===== config.mk =====
export PLATFORM = sky130hd
export DESIGN_NAME = mips_multicycle_controller
export DESIGN_NICKNAME = d
export VERILOG_FILES = /design/src/rtl/mips_multicycle_controller.sv
export SDC_FILE = /design/constraint.sdc
export NUM_CORES = 1
export LEC_CHECK = 0
export ABC_AREA = 1
export BUFFER_PORTS_ARGS = -buffer_cell sky130_fd_sc_hd__buf_2
export CELL_PAD_IN_SITES_DETAIL_PLACEMENT = 1
export CELL_PAD_IN_SITES_GLOBAL_PLACEMENT = 1
export CORE_ASPECT_RATIO = 1.1
export CORE_MARGIN = 3
export CORE_UTILIZATION = 30
export DETAILED_ROUTE_END_ITERATION = 8
export PLACE_DENSITY_LB_ADDON = 0.2
export SLEW_MARGIN = 20
export SYNTH_ARGS = -nofsm -noshare
export SYNTH_HDL_FRONTEND = slang
export SYNTH_SLANG_ARGS = --single-unit

===== constraint.sdc =====
create_clock -name clk -period 3.9 [get_ports clk]
set_clock_uncertainty 0.1 [all_clocks]
set_input_delay 0.195 -clock clk [delete_from_list [all_inputs] [get_ports clk]]
set_output_delay 0.195 -clock clk [all_outputs]
set_load 0.005 [all_outputs]

===== src/rtl/mips_multicycle_controller.sv =====
// Multicycle MIPS control sequencer: walks each instruction through its datapath
// steps and stretches memory accesses on memReady, aborting after MEM_TIMEOUT waits.
module mips_multicycle_controller #(
    parameter int MEM_TIMEOUT = 16
) (
    input  logic       clk,
    input  logic       rst_n,
    input  logic [5:0] opCode,
    input  logic       zero,
    input  logic       memReady,
    output logic       pcWrite,
    output logic       iorD,
    output logic       memRead,
    output logic       memWrite,
    output logic       irWrite,
    output logic       memtoReg,
    output logic       regDst,
    output logic       regWrite,
    output logic       ALUSrcA,
    output logic [1:0] ALUSrcB,
    output logic [1:0] ALUOperation,
    output logic [1:0] pcSrc,
    output logic       illegalOp,
    output logic       memError
);
    localparam logic [5:0] OP_RTYPE = 6'b000000;
    localparam logic [5:0] OP_ADDI  = 6'b001000;
    localparam logic [5:0] OP_ANDI  = 6'b001100;
    localparam logic [5:0] OP_LW    = 6'b100011;
    localparam logic [5:0] OP_SW    = 6'b101011;
    localparam logic [5:0] OP_BEQ   = 6'b000100;
    localparam logic [5:0] OP_BNE   = 6'b000101;
    localparam logic [5:0] OP_J     = 6'b000010;
    localparam logic [7:0] WAIT_LIMIT = 8'(MEM_TIMEOUT - 1);

    typedef enum logic [3:0] {
        FETCH, DECODE, MEMADR, MEMRD, MEMWB, MEMWR,
        EXEC, ALUWB, IEXEC, IWB, BRANCH, JUMP
    } stateType;

    stateType   state;
    logic [7:0] waitCnt;
    logic       inMemState;
    logic       memTimeout;
    logic       opLegal;

    always_comb begin
        inMemState = (state == FETCH) || (state == MEMRD) || (state == MEMWR);
        memTimeout = inMemState && !memReady && (waitCnt == WAIT_LIMIT);
        case (opCode)
            OP_RTYPE, OP_ADDI, OP_ANDI, OP_LW, OP_SW, OP_BEQ, OP_BNE, OP_J: opLegal = 1'b1;
            default: opLegal = 1'b0;
        endcase
    end

    // The wait counter only survives a cycle spent stalling in the same memory state;
    // every other path (success, timeout, non-memory state) restarts it from zero.
    always_ff @(posedge clk or negedge rst_n) begin
        if (!rst_n) begin
            state   <= FETCH;
            waitCnt <= '0;
        end else begin
            if (inMemState && !memReady && !memTimeout)
                waitCnt <= waitCnt + 8'd1;
            else
                waitCnt <= '0;

            case (state)
                FETCH:  state <= memReady ? DECODE : FETCH;
                DECODE: begin
                    case (opCode)
                        OP_RTYPE:        state <= EXEC;
                        OP_ADDI, OP_ANDI: state <= IEXEC;
                        OP_LW, OP_SW:    state <= MEMADR;
                        OP_BEQ, OP_BNE:  state <= BRANCH;
                        OP_J:            state <= JUMP;
                        default:         state <= FETCH;
                    endcase
                end
                MEMADR: state <= (opCode == OP_LW) ? MEMRD : MEMWR;
                MEMRD: begin
                    if (memReady)
                        state <= MEMWB;
                    else if (memTimeout)
                        state <= FETCH;
                end
                MEMWR: begin
                    if (memReady || memTimeout)
                        state <= FETCH;
                end
                EXEC:   state <= ALUWB;
                IEXEC:  state <= IWB;
                default: state <= FETCH;
            endcase
        end
    end

    // Control is decoded from the current state plus live inputs so the FETCH write
    // enables and the branch decision land in the same cycle; reset forces all quiet.
    always_comb begin
        pcWrite      = 1'b0;
        iorD         = 1'b0;
        memRead      = 1'b0;
        memWrite     = 1'b0;
        irWrite      = 1'b0;
        memtoReg     = 1'b0;
        regDst       = 1'b0;
        regWrite     = 1'b0;
        ALUSrcA      = 1'b0;
        ALUSrcB      = 2'b00;
        ALUOperation = 2'b00;
        pcSrc        = 2'b00;
        illegalOp    = 1'b0;
        memError     = 1'b0;
        if (rst_n) begin
            memError = memTimeout;
            case (state)
                FETCH: begin
                    memRead = 1'b1;
                    ALUSrcB = 2'b01;
                    irWrite = memReady;
                    pcWrite = memReady;
                end
                DECODE: begin
                    ALUSrcB   = 2'b11;
                    illegalOp = !opLegal;
                end
                MEMADR: begin
                    ALUSrcA = 1'b1;
                    ALUSrcB = 2'b10;
                end
                MEMRD: begin
                    memRead = 1'b1;
                    iorD    = 1'b1;
                end
                MEMWB: begin
                    regWrite = 1'b1;
                    memtoReg = 1'b1;
                end
                MEMWR: begin
                    memWrite = 1'b1;
                    iorD     = 1'b1;
                end
                EXEC: begin
                    ALUSrcA      = 1'b1;
                    ALUOperation = 2'b10;
                end
                ALUWB: begin
                    regWrite = 1'b1;
                    regDst   = 1'b1;
                end
                IEXEC: begin
                    ALUSrcA      = 1'b1;
                    ALUSrcB      = 2'b10;
                    ALUOperation = (opCode == OP_ANDI) ? 2'b11 : 2'b00;
                end
                IWB: begin
                    regWrite     = 1'b1;
                    ALUOperation = (opCode == OP_ANDI) ? 2'b11 : 2'b00;
                end
                BRANCH: begin
                    ALUSrcA      = 1'b1;
                    ALUOperation = 2'b01;
                    pcSrc        = 2'b01;
                    pcWrite      = (opCode == OP_BEQ) ? zero : !zero;
                end
                JUMP: begin
                    pcSrc   = 2'b10;
                    pcWrite = 1'b1;
                end
                default: ;
            endcase
        end
    end
endmodule


==> metrics <==
leading post-synthesis cells by cell area dfrtp_1 31%, nor2_1 14%, nand2_1 9.7%; Max FO, Critical Path 3; pre-CTS WS 2.21 ns; Die Width 60.1 µm; worst min-delay path class input pin to register; Post-DP HPWL 2.34 mm; setup_tns 0 ns; DRT Pass-1 Iters 4; Yosys cell types 23; final worst slack 1.90 ns; Register Area 300 µm²; area leader, netlist dfrtp_1; CTS tree done; Final Hold Viols 0; post-route cell area 1180 µm²; relative slew slack 69.2%; MaxCap Viol Count 0; worst skew pair latency 0.29 ns; # H-tree levels 1; post-synthesis sequential area ratio 31.1%; crit share post-route 51.2%; crit path DAT 1.70 ns; Total Power 457 µW; Final ANT Viol Nets 0; slowest CP cell dfrtp_1; CP Capture Type output port; Initial Utilization 32.9%; Root Buffer clkbuf_4; Final #Nets 194; Via density 5.00; P_leak 0.000673 µW; Peak VDD IR 0.000166 V; YS warnings 0; initial DRC count 30; core outline area 2930 µm²; post-route minimum period 2.00 ns; Routed WL 2.78 mm; top post-synthesis cells by count 37 x nor2_1, 25 x nand2_1, 24 x inv_1; TritonCTS Buffers 3; fmax 501 MHz; instance count of the mapped netlist 152; Placer Congestion 0.825; unrepaired setup endpoints after global routing no; largest net degree at the start of global routing 17; asr flop ratio synth 100%; GRT Overall Usage 16.3%; Pwr Density 387 nW/µm²; P&R area growth vs syn 22.2%; Slew @ Worst Pin 0.458 ns; post-synthesis net count 163; Post-synth EDFFs 0; crit start category register; placed instance area 1130 µm²; most numerous cell in the Yosys netlist nor2_1; Reg clk slew, reported paths 0.08 ns; DRC violations left 0; number of synthesized register bits 12; status finished clean; Main synth FF type dfrtp_1; Post-CTS Setup Bufs 0; num rows 20; Synth top area share 31.1%; n_diodes 0; I/O Pins 27; Vias 1075; initial antenna violation count 0; maximum root-to-sink buffer count 2; crit-path cells ha_1 -> nand3_1 -> nor2_1 -> inv_1 -> nor3_1 -> buf_2; Post-Syn Area per Cell 6.35 µm²; Die ar. 3930 µm²; fillers 403; Hold WS 0.156 ns; footprint of the multi-input gates 571 µm²; Synth Cell Area 965 µm²; first-pass GRT wire length 4.91 mm; # clock sinks 12; max-slew violation count 0; WL per Instance 12.9 µm; delay of the slowest critical-path stage 0.39 ns; input/output buffers 26; vias in the first global route 1139; Final Setup Violations 0; die height 65.5 µm; Congestion Overflow GR 0; Critical Path RT 3.61 ns; share of cells above drive strength 1 20.9%; critical path class register to output port
==> layout by cell type (no fill, tap or decap), types with 2 or more instances in the layout <==
cell type / instances
nor3_1: 8
nand3_1: 16
buf_2: 26
nand4_1: 3
xnor2_1: 2
inv_1: 24
nand2_1: 25
nand3b_1: 2
nor3b_2: 2
nor2_2: 2
dfrtp_1: 12
clkbuf_4: 3
nand2_2: 2
o21ai_0: 3
nor2_1: 37
a21oi_1: 5
==> state kept, by name (all words and copies together) (netlist names) <==
name	count
state	4
waitCnt	8
==> power breakdown <==
group	internal, µW	leakage, µW	switching [µW]
clock network	56.9	0.0000210	48.0
logic	65.4	0.000488	127
registers	142	0.000164	17.1
==> final timing paths <==
kind,start,to,slack (ns),cells past startpoint
min in group asynchronous,rst_n,state[0],0.23,2
setup / recovery,waitCnt[0],memError,1.90,6
hold / removal,memReady,state[2],0.16,5
max in group asynchronous,rst_n,waitCnt[4],3.20,2
setup reg to reg,waitCnt[0],waitCnt[4],2.35,6
hold reg to reg,waitCnt[0],waitCnt[0],0.38,1
==> metrics by stage <==
| step | cells | utilization [%] |
|---|---|---|
| floorplan | 152 | - |
| global placement | 210 | 38.7 |
| detailed placement | 210 | 38.7 |
| CTS | 215 | 40.3 |
| global route | 215 | 40.3 |
| finish | 215 | 40.3 |
==> per-layer routing <==
metal	vias up	share of wire, %	GRT usage (%)
met5	-	0	0
met4	0	0.90	6.09
met3	4	5.3	4.91
met2	24	48	26.9
met1	503	46	19.4
li1	544	-	-
==> critical path: cells and delay by family (launching register included) <==
kind	cells	cell delay [ns]
adder cells (fa/ha/maj)	1	0.21
flip-flops	1	0.39
AND/OR/NAND/NOR	3	0.54
buffers and inverters	2	0.27
==> what timing repair did <==
action | CTS | global route
resized for setup | 0 | 0
hold buffers | 1 | 0
endpoints found under the hold margin | 12 | 0
==> logic make-up after synthesis <==
family | synth area share (%)
AND/OR/NAND/NOR | 48.8
adder cells (fa/ha/maj) | 1.30
XOR/XNOR | 2.72
AO/OA/AOI/OAI | 6.36
buffers and inverters | 9.73
flip-flops | 31.1
==> final cells by class <==
class	instances	share of cell area (%)
multi-input combinational	115	48.4
tap	33	3.50
timing repair buffer	27	11.9
clock buffer	4	3.08
sequential	12	25.5
inverter	24	7.64
Note: power is estimated with default switching activity, not from simulation.
